==> src/rtl/sd_dat_tx.sv <==
// sd_dat_tx: host-to-card write serializer on SD DAT0.
// It drains 32-bit words from the ADMA data FIFO and sends each block as a
// start bit, the data MSB first, a CRC16 and an end bit. If the FIFO runs dry
// in the middle of a block, the block raises sd_clk_stop and holds DAT steady
// rather than sending a corrupt bit.
//
// Ports:
//   CLK, RESET_L     clock and asynchronous active-low reset
//   start            one-cycle pulse that begins a transfer (used only when idle)
//   block_size       bytes per block, latched on start (low 2 bits ignored)
//   block_count      number of blocks, latched on start
//   data_from_fifo   FIFO read data, valid the cycle after fifo_read
//   fifo_empty       the FIFO holds no words
//   fifo_read        pop request to the FIFO
//   dat_out, dat_oe  DAT0 value and output enable
//   sd_clk_stop      gates the card clock during an underrun
//   busy, done       busy outside IDLE; done pulses once at the end of a transfer
//
// state  | meaning
// IDLE   | waiting for start
// FETCH  | pop the first word of a block (waits while the FIFO is empty)
// START  | start bit; load the shift register and clear the CRC
// DATA   | shift data bits out and prefetch the next word
// STALL  | underrun between words; card clock stopped
// RELOAD | load the word popped in STALL
// CRC    | 16 CRC bits, MSB first
// END    | end bit
// GAP    | idle-high DAT between blocks
// FINISH | done pulse
module sd_dat_tx #(
   parameter int GAP_CYCLES = 2,
   parameter int BLK_SIZE_W = 12
) (
   input  logic                  CLK,
   input  logic                  RESET_L,
   input  logic                  start,
   input  logic [BLK_SIZE_W-1:0] block_size,
   input  logic [15:0]           block_count,
   input  logic [31:0]           data_from_fifo,
   input  logic                  fifo_empty,
   output logic                  fifo_read,
   output logic                  dat_out,
   output logic                  dat_oe,
   output logic                  sd_clk_stop,
   output logic                  busy,
   output logic                  done
);

   localparam int WW       = BLK_SIZE_W - 2;
   localparam int GW       = (GAP_CYCLES > 2) ? $clog2(GAP_CYCLES - 1) : 1;
   localparam int GAP_LOAD = (GAP_CYCLES > 2) ? GAP_CYCLES - 2 : 0;

   localparam logic [3:0] S_IDLE   = 4'd0;
   localparam logic [3:0] S_FETCH  = 4'd1;
   localparam logic [3:0] S_START  = 4'd2;
   localparam logic [3:0] S_DATA   = 4'd3;
   localparam logic [3:0] S_STALL  = 4'd4;
   localparam logic [3:0] S_RELOAD = 4'd5;
   localparam logic [3:0] S_CRC    = 4'd6;
   localparam logic [3:0] S_END    = 4'd7;
   localparam logic [3:0] S_GAP    = 4'd8;
   localparam logic [3:0] S_FINISH = 4'd9;

   logic [3:0]    r_state;
   logic [31:0]   r_shreg;
   logic [15:0]   r_crc;
   logic [4:0]    r_bit_cnt;
   logic [3:0]    r_crc_cnt;
   logic [WW-1:0] r_blk_words;
   logic [WW-1:0] r_words_left;
   logic [15:0]   r_blocks_left;
   logic [GW-1:0] r_gap_cnt;
   logic          r_pref;
   logic          r_last_bit;

   logic          w_pref_req;
   logic          w_crc_fb;
   logic [15:0]   w_crc_next;
   logic [WW-1:0] w_words_init;
   logic          w_unused_size_lsbs;

   // A partial trailing word is dropped: only whole words are counted.
   assign w_unused_size_lsbs = ^block_size[1:0];
   assign w_words_init = (r_blk_words == '0) ? '0 : r_blk_words - WW'(1);

   assign w_crc_fb   = r_crc[15] ^ r_shreg[31];
   assign w_crc_next = {r_crc[14:0], 1'b0} ^ (w_crc_fb ? 16'h1021 : 16'h0000);

   // Pop the next word one bit early so it arrives exactly as bit 0 leaves.
   assign w_pref_req = (r_state == S_DATA) && (r_bit_cnt == 5'd1) &&
                       (r_words_left != '0) && !fifo_empty;

   always_comb begin
      fifo_read   = w_pref_req ||
                    (((r_state == S_FETCH) || (r_state == S_STALL)) && !fifo_empty);
      sd_clk_stop = (r_state == S_STALL) || (r_state == S_RELOAD) ||
                    ((r_state == S_FETCH) && fifo_empty);
      dat_oe      = (r_state == S_START) || (r_state == S_DATA) ||
                    (r_state == S_STALL) || (r_state == S_RELOAD) ||
                    (r_state == S_CRC)   || (r_state == S_END);
      busy        = (r_state != S_IDLE);
      done        = (r_state == S_FINISH);
      dat_out     = 1'b1;
      case (r_state)
         S_START:           dat_out = 1'b0;
         S_DATA:            dat_out = r_shreg[31];
         S_STALL, S_RELOAD: dat_out = r_last_bit;
         S_CRC:             dat_out = r_crc[15];
         default:           dat_out = 1'b1;
      endcase
   end

   always_ff @(posedge CLK or negedge RESET_L) begin
      if (!RESET_L) begin
         r_state       <= S_IDLE;
         r_shreg       <= '0;
         r_crc         <= '0;
         r_bit_cnt     <= '0;
         r_crc_cnt     <= '0;
         r_blk_words   <= '0;
         r_words_left  <= '0;
         r_blocks_left <= '0;
         r_gap_cnt     <= '0;
         r_pref        <= 1'b0;
         r_last_bit    <= 1'b1;
      end else begin
         case (r_state)
            S_IDLE: begin
               if (start) begin
                  r_blk_words   <= block_size[BLK_SIZE_W-1:2];
                  r_blocks_left <= block_count;
                  r_state       <= (block_count == 16'd0) ? S_FINISH : S_FETCH;
               end
            end
            S_FETCH: begin
               if (!fifo_empty) r_state <= S_START;
            end
            S_START: begin
               r_crc        <= '0;
               r_shreg      <= data_from_fifo;
               r_bit_cnt    <= 5'd31;
               r_words_left <= w_words_init;
               r_pref       <= 1'b0;
               r_state      <= S_DATA;
            end
            S_DATA: begin
               r_crc      <= w_crc_next;
               r_last_bit <= r_shreg[31];
               r_shreg    <= {r_shreg[30:0], 1'b0};
               if (w_pref_req) r_pref <= 1'b1;
               if (r_bit_cnt != 5'd0) begin
                  r_bit_cnt <= r_bit_cnt - 5'd1;
               end else if (r_words_left == '0) begin
                  r_crc_cnt <= 4'd15;
                  r_state   <= S_CRC;
               end else if (r_pref) begin
                  r_shreg      <= data_from_fifo;
                  r_bit_cnt    <= 5'd31;
                  r_words_left <= r_words_left - WW'(1);
                  r_pref       <= 1'b0;
               end else begin
                  r_state <= S_STALL;
               end
            end
            S_STALL: begin
               if (!fifo_empty) r_state <= S_RELOAD;
            end
            S_RELOAD: begin
               r_shreg      <= data_from_fifo;
               r_bit_cnt    <= 5'd31;
               r_words_left <= (r_words_left == '0) ? '0 : r_words_left - WW'(1);
               r_state      <= S_DATA;
            end
            S_CRC: begin
               r_crc <= {r_crc[14:0], 1'b0};
               if (r_crc_cnt == 4'd0) r_state <= S_END;
               else                   r_crc_cnt <= r_crc_cnt - 4'd1;
            end
            S_END: begin
               r_blocks_left <= (r_blocks_left == 16'd0) ? 16'd0 : r_blocks_left - 16'd1;
               if (r_blocks_left <= 16'd1) begin
                  r_state <= S_FINISH;
               end else if (GAP_CYCLES > 1) begin
                  // FETCH is itself an idle-high cycle, so GAP covers one fewer.
                  r_gap_cnt <= GW'(GAP_LOAD);
                  r_state   <= S_GAP;
               end else begin
                  r_state <= S_FETCH;
               end
            end
            S_GAP: begin
               if (r_gap_cnt == '0) r_state <= S_FETCH;
               else                 r_gap_cnt <= r_gap_cnt - GW'(1);
            end
            S_FINISH: r_state <= S_IDLE;
            default:  r_state <= S_IDLE;
         endcase
      end
   end

endmodule
==> config.mk <==
export PLATFORM = sky130hd
export DESIGN_NAME = sd_dat_tx
export DESIGN_NICKNAME = d
export VERILOG_FILES = /design/src/rtl/sd_dat_tx.sv
export SDC_FILE = /design/constraint.sdc
export NUM_CORES = 1
export LEC_CHECK = 0
export ABC_AREA = 1
export ABC_CLOCK_PERIOD_IN_PS = 3400
export CAP_MARGIN = 20
export CORE_ASPECT_RATIO = 1.25
export CORE_UTILIZATION = 63
export CTS_BUF_LIST = sky130_fd_sc_hd__clkbuf_4
export CTS_CLUSTER_SIZE = 28
export DETAILED_ROUTE_END_ITERATION = 6
export PLACE_DENSITY = 0.88
export SLEW_MARGIN = 25
export SYNTH_ARGS = -nofsm -noshare
export SYNTH_HDL_FRONTEND = slang
export SYNTH_SLANG_ARGS = --single-unit
==> constraint.sdc <==
create_clock -name CLK -period 3.4 [get_ports CLK]
set_input_delay 0.51 -clock CLK [delete_from_list [all_inputs] [get_ports CLK]]
set_output_delay 0.51 -clock CLK [all_outputs]
set_load 0.01 [all_outputs]
==> results.yml, run 1 <==
status:
  outcome: "completed"
route:
  drtPass1Iterations: 6
  drt.antenna.violating_nets: 0
  wl_per_cell_um: 13.2
  vias_per_cell: 5.45
  dr_total_vias: 5683
  drt_iter0_drc: 391
  routed_wl_um: 13700
  drc: 0
layout:
  fillers: 724
  multiInputGateArea_um2: 2840
  fin_nets: 989
  area_growth_pct: 14.5
  regArea_um2: 2480
  drive_gt1_frac: 0.0501
  finalInstanceArea_um2: 6830
  stdcell_count: 1043
sta:
  period_needed_ns: 2.92
  rsz0062_at_grt: "no"
  tightest_slew_ns: 0.933
  hold_ws_ns: 0.0630
  hold_viol_final: 0
  setup_viol: 0
  slew_viol_final: 0
  fin_worst_skew_ns: 0.0157
  fin_crit_sh: 0.860
  maxSlewHeadroom: 0.377
  fin_tns_setup_ns: 0
  fmax_ghz: 0.342
placed_design:
  place.detailed.hpwl_um: 9920
  io_buffer_count: 67
  finalWeightedCongestion: 0.916
  dp.cells: 1027
  place_area_um2: 6690
synthesis:
  synth-seq-area-share: 0.416
  synthMostInstantiatedCell: "nand2_1"
  ys_types: 36
  synth_common_cells: "nand2_1 (240), inv_1 (132), nand3_1 (111)"
  synth_area_leaders: "dfrtp_1 (41%), nand2_1 (15%), nand3_1 (9.3%), inv_1 (8.3%), nor2_1 (5.2%)"
  synth_top_area_frac: 0.411
  ys_async_sr_fraction: 1.00
  netlist_area_um2: 5960
  syn_nets: 935
  synth_ff_type: "dfrtp_1"
  avgSynthCellArea_um2: 6.93
  synthCells: 861
  synth_top_cell_by_area: "dfrtp_1"
  yosysWarnings: 0
  synth_seq_cells: 99
  synth-edff-count: 0
run:
  maxCapViolCount: 0
setup_path:
  worstPathArrival_ns: 2.41
  reg2reg_depth: 6
  r2r_end: "r_blocks_left[15]$_DFFE_PN0P_"
  worstSetupPathType: "reg -> out"
  critPathLaunchType: "flip-flop"
  timing.rr.start: "r_state[2]$_DFFE_PN0P_"
  endpoint_kind: "output port"
  r2r_slack_ns: 1.13
  cp_max_fo: 8
  required_ns: 2.89
cts:
  cts.htree.levels: 3
  cts_setup_buffers: 0
  cts_buffers: 9
  clk_path_buf_depth: 2
  clk_pin_slew_ns: 0.15
  cts_sinks: 99
  cts_tree: "yes"
  cts_resized: 0
  clock_latency_ns: 0.47
  hold_buffers: 0
  root_buffer: "clkbuf_4"
floorplanning:
  die_h_um: 111
  start_util: 0.650
  coreArea_um2: 9170
  fp.dieW_um: 89.0
  placementRows: 39
  die_area_um2: 9860
  io_pins: 70
global_routing:
  grt_max_degree: 56
  antenna_found_initial: 1
  grt_pass1_vias: 5558
  track_usage: 0.304
  grt_pass1_wl_um: 23700
  grt-ovfl-total: 0
pwr:
  power_leakage_nw: 3.49
  ir_drop_v: 0.000437
  power_density_nw_per_um2: 873
  finalPower_mw: 5.96
hold_path:
  hp-class: "in -> async"
==> layout make-up <==
type | instances | area share
Sequential cell | 99 | 0.363
Timing Repair Buffer | 71 | 0.102
Multi-Input combinational cell | 594 | 0.415
Inverter | 140 | 0.0770
Clock buffer | 9 | 0.00990
Antenna cell | 1 | 0.000367
Tap cell | 123 | 0.0225
Clock inverter | 6 | 0.00953
==> flip-flops by register name, summed over array words and instances (netlist names) <==
name	cells
r_words_left	10
r_crc_cnt	4
r_crc	16
r_shreg	32
r_last_bit	1
r_pref	1
r_blk_words	10
r_bit_cnt	5
r_state	4
r_blocks_left	16
==> critical path: stages, from the launching register on <==
cell	delay, ns
dfrtp_1	0.51
nand2_1	0.16
nor2_2	0.34
nand2_1	0.12
o21ai_0	0.10
a21oi_1	0.06
o21ai_0	0.09
clkdlybuf4s50_1	0.56
==> how the worst max path moves through the flow <==
stage                        endpoint              startpoint  slack [ns]  depth (start not counted)
after floorplan               dat_out  r_state[3]$_DFFE_PN0P_        1.71                          6
after global placement    sd_clk_stop              fifo_empty        1.02                          4
after detailed placement      dat_out  r_state[1]$_DFFE_PN0P_         1.0                          7
after CTS                     dat_out  r_state[1]$_DFFE_PN0P_        0.47                          7
after global routing          dat_out  r_state[1]$_DFFE_PN0P_        0.31                          7
final                         dat_out  r_state[1]$_DFFE_PN0P_        0.48                          7
==> metrics by stage <==
step | util | setup slack [ns]
after floorplan | - | 1.71
after global placement | 0.730 | 1.02
after detailed placement | 0.730 | 0.997
after CTS | 0.744 | 0.474
after global routing | 0.744 | 0.314
final | 0.744 | 0.476
==> power by group <==
group / switching [mW] / internal, mW
clock: 0.405 / 0.224
combinational: 2.04 / 1.15
sequential: 0.416 / 1.73
total: 2.86 / 3.10
==> kinds of logic (layout without fill, tap and decap cells) <==
family | after synthesis | in the layout | synth area share
multiplexers | 4 | 4 | 0.00755
other | 0 | 1 | 0
AND/OR/NAND/NOR | 473 | 473 | 0.339
flip-flops | 99 | 99 | 0.416
XOR/XNOR | 18 | 18 | 0.0264
buffers and inverters | 168 | 226 | 0.109
AO/OA/AOI/OAI | 89 | 89 | 0.0818
adder cells (fa/ha/maj) | 10 | 10 | 0.0210
==> routing by layer <==
layer / track usage / wire length, um / vias to the layer above
met5: 0 / 0 / -
met4: 0.142 / 427 / 0
met3: 0.0506 / 675 / 42
met2: 0.514 / 7010 / 188
met1: 0.373 / 5610 / 2646
li1: - / - / 2807
==> placed cells by master (no fill, tap or decap), drive strengths merged, types with 10 or more instances in the layout <==
master,n
nand2,245
o22ai,15
a21oi,25
o21ai,41
inv,142
ha,10
nor2,91
dfrtp,98
clkdlybuf4s50,66
nand3,113
xor2,15
(Power assumes the default switching activity.)
==> run 2, diff against run 1 <==
--- a/config.mk
+++ b/config.mk
@@ -6,7 +6,7 @@
 export NUM_CORES = 1
 export LEC_CHECK = 0
 export ABC_AREA = 1
-export ABC_CLOCK_PERIOD_IN_PS = 3400
+export ABC_CLOCK_PERIOD_IN_PS = 3590
 export CAP_MARGIN = 20
 export CORE_ASPECT_RATIO = 1.25
 export CORE_UTILIZATION = 63
@@ -14,7 +14,7 @@
 export CTS_CLUSTER_SIZE = 28
 export DETAILED_ROUTE_END_ITERATION = 6
 export PLACE_DENSITY = 0.88
-export SLEW_MARGIN = 25
+export SLEW_MARGIN = 20
 export SYNTH_ARGS = -nofsm -noshare
 export SYNTH_HDL_FRONTEND = slang
 export SYNTH_SLANG_ARGS = --single-unit
==> constraint.sdc (replaced) <==
create_clock -name CLK -period 3.59 [get_ports CLK]
set_input_delay 0.5385 -clock CLK [delete_from_list [all_inputs] [get_ports CLK]]
set_output_delay 0.5385 -clock CLK [all_outputs]
set_load 0.01 [all_outputs]
==> results.yml, run 2 (synthesis results as in run 1) <==
setup_path:
  setup.worst_path.start: "r_state[1]$_DFFE_PN0P_"
  critical_path.top_delay_family: "buffers and inverters"
  r2r_slack_ns: 1.28
  endpoint_kind: "output port"
  setup.worst_path.end: "dat_out"
  path_buf_inv: 1
  cp_max_fo: 8
  critPathLaunchType: "flip-flop"
  reg2reg_depth: 9
  r2r_end: "r_shreg[3]$_DFFE_PN0P_"
  cp.depth: 7
  worstSetupPathType: "reg -> out"
  crit_chain: "nand2_1 > nor2_2 > nand2_1 > o21ai_0 > a21oi_1 > o21ai_0 > clkdlybuf4s50_1"
  critPathMaxStageDelay_ns: 0.61
  crit_path_top_delay_cell: "clkdlybuf4s50_1"
  worstPathArrival_ns: 2.45
  timing.rr.start: "r_state[0]$_DFFE_PN0P_"
  required_ns: 3.05
placed_design:
  io_buffer_count: 67
  finalWeightedCongestion: 0.888
  place.detailed.hpwl_um: 9720
  dp.cells: 1027
pwr:
  pwr-share-comb: 0.531
  power_leakage_nw: 3.49
  seq_power_share: 0.360
  internal_power_mw: 2.95
  power_density_nw_per_um2: 830
  clkPwrFrac: 0.109
  netSwitchingFraction: 0.481
  p_switching_mw: 2.73
  ir_drop_v: 0.000427
cts:
  cts.htree.levels: 3
  hold_buffers: 0
  cts_setup_buffers: 0
  clock_latency_ns: 0.48
  cts_tree: "yes"
  clk_path_buf_depth: 2
  root_buffer: "clkbuf_4"
  cts_resized: 0
  clk_pin_slew_ns: 0.16
  cts_sinks: 99
  cts_buffers: 9
route:
  drc: 0
  wl_per_cell_um: 13.4
  drtPass1Iterations: 6
  routed_wl_um: 14000
  drt.antenna.violating_nets: 0
  drt_iter0_drc: 432
  dr_total_vias: 5699
  vias_per_cell: 5.46
global_routing:
  grt_max_degree: 45
  track_usage: 0.311
  antenna_found_initial: 1
  grt-ovfl-total: 0
  grt_pass1_vias: 5532
  grt_pass1_wl_um: 24300
layout:
  largest_registers: "r_shreg: 32 flops, r_blocks_left: 16 flops, r_crc: 16 flops"
  largest_reg_flops: 32
  stdcell_count: 1044
  layout_commonest_cell: "nand2_1"
  fillers: 769
  drive_gt1_frac: 0.0522
  area_growth_pct: 14.7
  fin_nets: 989
  fin_util: 0.745
  top_register: "r_shreg"
  layout_common_cells: "nand2_1 (240), inv_1 (132), nand3_1 (111)"
floorplanning:
  start_util: 0.650
  placementRows: 39
  fp.dieW_um: 89.0
  die_h_um: 111
  coreArea_um2: 9170
  io_pins: 70
  die_area_um2: 9860
hold_path:
  hp-class: "in -> async"
sta:
  setup_viol: 0
  slew_viol_final: 0
  fin_tns_setup_ns: 0
  hold_viol_final: 0
  fmax_ghz: 0.335
  rsz0062_at_grt: "no"
  fin_crit_sh: 0.832
  maxSlewHeadroom: 0.369
  fin_worst_skew_ns: 0.0286
  tightest_slew_ns: 0.945
  period_needed_ns: 2.99
run:
  maxCapViolCount: 0
status:
  outcome: "completed"
==> run 2: worst min-delay path by stage <==
stage / from / endpoint / depth (start not counted) / slack [ns]
after floorplan: RESET_L / r_bit_cnt[0]$_DFFE_PN0P_ / 0 / 0.24
after global placement: r_shreg[29]$_DFFE_PN0P_ / r_shreg[29]$_DFFE_PN0P_ / 2 / 0.46
after detailed placement: r_shreg[11]$_DFFE_PN0P_ / r_shreg[11]$_DFFE_PN0P_ / 2 / 0.47
after CTS: RESET_L / r_crc[8]$_DFFE_PN0P_ / 1 / 0.05
after global routing: RESET_L / r_crc[8]$_DFFE_PN0P_ / 1 / 0.08
final: RESET_L / r_crc[8]$_DFFE_PN0P_ / 1 / 0.03
==> run 2: routing by layer <==
metal | track usage | part of all wire | vias to the layer above
met5 | 0 | 0 | -
met2 | 0.533 | 0.51 | 176
met1 | 0.387 | 0.43 | 2682
met3 | 0.0357 | 0.042 | 21
met4 | 0.139 | 0.024 | 0
li1 | - | - | 2820
==> run 2: layout make-up <==
type                       instances  area [um^2]  share of cell area
antenna                            1         2.50            0.000366
clock buffer                       9         67.6             0.00988
clock inverter                     7         75.1              0.0110
inverter                         140          526              0.0769
multi-input combinational        594         2840               0.415
sequential                        99         2480               0.362
tap                              123          154              0.0225
timing repair buffer              71          698               0.102
==> run 2: stage by stage <==
| stage | total power [mW] | hold slack, ns | setup WS (ns) | instance area, um^2 |
|---|---|---|---|---|
| 2_1_floorplan | 4.30 | 0.243 | 1.87 | 5960 |
| 3_3_place_gp | 4.86 | 0.462 | 1.18 | 6690 |
| 3_5_place_dp | 5.03 | 0.465 | 1.17 | 6690 |
| 4_1_cts | 5.65 | 0.0490 | 0.643 | 6840 |
| 5_1_grt | 6.21 | 0.0785 | 0.444 | 6840 |
| 6_report | 5.68 | 0.0290 | 0.602 | 6840 |
==> run 2: power groups by stage <==
| stage | logic [mW] | registers (mW) | clock network [mW] |
|---|---|---|---|
| after floorplan | 2.37 | 1.93 | 0 |
| after global placement | 2.85 | 2.01 | 0 |
| after detailed placement | 2.99 | 2.04 | 0 |
| after CTS | 3.00 | 2.03 | 0.623 |
| after global routing | 3.46 | 2.09 | 0.658 |
| final | 3.02 | 2.04 | 0.617 |
==> run 3, diff against run 2 <==
--- a/config.mk
+++ b/config.mk
@@ -6,14 +6,14 @@
 export NUM_CORES = 1
 export LEC_CHECK = 0
 export ABC_AREA = 1
-export ABC_CLOCK_PERIOD_IN_PS = 3590
+export ABC_CLOCK_PERIOD_IN_PS = 3060
 export CAP_MARGIN = 20
 export CORE_ASPECT_RATIO = 1.25
-export CORE_UTILIZATION = 63
+export CORE_UTILIZATION = 58
 export CTS_BUF_LIST = sky130_fd_sc_hd__clkbuf_4
 export CTS_CLUSTER_SIZE = 28
 export DETAILED_ROUTE_END_ITERATION = 6
-export PLACE_DENSITY = 0.88
+export PLACE_DENSITY = 0.82
 export SLEW_MARGIN = 20
 export SYNTH_ARGS = -nofsm -noshare
 export SYNTH_HDL_FRONTEND = slang
==> constraint.sdc (replaced) <==
create_clock -name CLK -period 3.06 [get_ports CLK]
set_input_delay 0.459 -clock CLK [delete_from_list [all_inputs] [get_ports CLK]]
set_output_delay 0.459 -clock CLK [all_outputs]
set_load 0.01 [all_outputs]
==> results.yml, run 3 (synthesis results as in run 1) <==
cts:
  hold_buffers: 1
  root_buffer: "clkbuf_4"
  cts_sinks: 99
  cts_tree: "yes"
  cts_resized: 0
  cts.htree.levels: 3
  cts_buffers: 9
  clk_path_buf_depth: 2
  cts_setup_buffers: 0
  clk_pin_slew_ns: 0.17
  clock_latency_ns: 0.47
run:
  maxCapViolCount: 0
layout:
  largest_reg_flops: 32
  largest_registers: "r_shreg: 32 flops, r_blocks_left: 16 flops, r_crc: 16 flops"
  fin_nets: 990
  finalInstanceArea_um2: 6890
  fin_util: 0.686
  area_growth_pct: 15.6
  layout_common_cells: "nand2_1 (240), inv_1 (132), nand3_1 (111)"
  layout_commonest_cell: "nand2_1"
  top_register: "r_shreg"
  drive_gt1_frac: 0.0521
global_routing:
  grt_max_degree: 65
  track_usage: 0.271
  grt_pass1_vias: 5324
  grt_pass1_wl_um: 23300
  grt-ovfl-total: 0
  antenna_found_initial: 1
floorplanning:
  die_h_um: 115
  io_pins: 70
  placementRows: 41
  fp.dieW_um: 92.7
  start_util: 0.593
  coreArea_um2: 10100
  die_area_um2: 10700
sta:
  hold_ws_ns: 0.473
  fin_crit_sh: 0.933
  fin_worst_skew_ns: 0.0167
  hold_viol_final: 0
  fin_tns_setup_ns: 0
  rsz0062_at_grt: "no"
  period_needed_ns: 2.86
  fmax_ghz: 0.350
  maxSlewHeadroom: 0.381
  tightest_slew_ns: 0.927
  slew_viol_final: 0
  setup_viol: 0
setup_path:
  worstPathArrival_ns: 2.40
  cp_max_fo: 8
  required_ns: 2.60
  critPathLaunchType: "flip-flop"
  endpoint_kind: "output port"
  critPathMaxStageDelay_ns: 0.58
  worstSetupPathType: "reg -> out"
  crit_path_top_delay_cell: "clkdlybuf4s50_1"
  crit_chain: "nand2_1 > nor2_2 > nand2_1 > o21ai_0 > a21oi_1 > o21ai_0 > clkdlybuf4s50_1"
pwr:
  power_density_nw_per_um2: 976
  ir_drop_v: 0.000475
  finalPower_mw: 6.72
  power_leakage_nw: 3.51
route:
  wl_per_cell_um: 12.8
  routed_wl_um: 13400
  drc: 0
  vias_per_cell: 5.33
  drt.antenna.violating_nets: 0
  drtPass1Iterations: 5
  drt_iter0_drc: 385
  dr_total_vias: 5600
placed_design:
  place_area_um2: 6710
  finalWeightedCongestion: 0.867
  place.detailed.hpwl_um: 9420
  io_buffer_count: 67
hold_path:
  hp-class: "in -> async"
status:
  outcome: "completed"
[run 3: cell count changes in the layout (fill, tap and decap cells not counted), sizes merged]
cell	delta
clkinv	-3
clkinvlp	+2
bufinv	+1
dlygate4sd3	+1
[run 3: worst paths after layout]
check | start | endpoint | slack [ns] | cells past startpoint
worst max-delay path | r_state[1]$_DFFE_PN0P_ | dat_out | 0.20 | 7
worst min-delay path | RESET_L | r_shreg[10]$_DFFE_PN0P_ | 0.47 | 2
worst max register to register | r_state[2]$_DFFE_PN0P_ | r_blocks_left[1]$_DFFE_PN0P_ | 0.79 | 6
worst min register to register | r_shreg[30]$_DFFE_PN0P_ | r_shreg[30]$_DFFE_PN0P_ | 0.50 | 2
max in group asynchronous | RESET_L | r_last_bit$_DFFE_PN1P_ | 1.86 | 3
min in group CLK | r_shreg[30]$_DFFE_PN0P_ | r_shreg[30]$_DFFE_PN0P_ | 0.50 | 2
[run 3: power breakdown]
part	switching, mW	internal, mW
clock network	0.475	0.338
logic	2.25	1.30
registers	0.449	1.92
total	3.17	3.55
[run 3: area by class of cell]
class	instances	area (um^2)
clock buffers	9	67.6
well taps	129	161
inverters	140	526
multi-input cells	594	2840
flip-flops and latches	99	2480
fillers	880	3160
repair buffers	72	721
diodes	1	2.50
clock inverters	7	100
[run 3: per-layer routing]
layer	part of all wire	GRT usage	up-vias
li1	-	-	2809
met1	0.44	0.341	2636
met2	0.51	0.479	136
met3	0.033	0.0351	19
met4	0.017	0.0964	0
met5	0	0	-
[run 3: per-stage QoR]
step	setup WS (ns)	instances
2_1_floorplan	1.42	861
3_3_place_gp	0.792	1033
3_5_place_dp	0.748	1033
4_1_cts	0.194	1050
5_1_grt	0.0837	1051
6_report	0.205	1051
[run 3: critical path: cells and delay by family, from the launching register on]
| family | cells | cell delay (ns) |
|---|---|---|
| buffers and inverters | 1 | 0.58 |
| DFF | 1 | 0.52 |
| and+or+nand+nor | 3 | 0.56 |
| AOI/OAI and AO/OA | 3 | 0.26 |
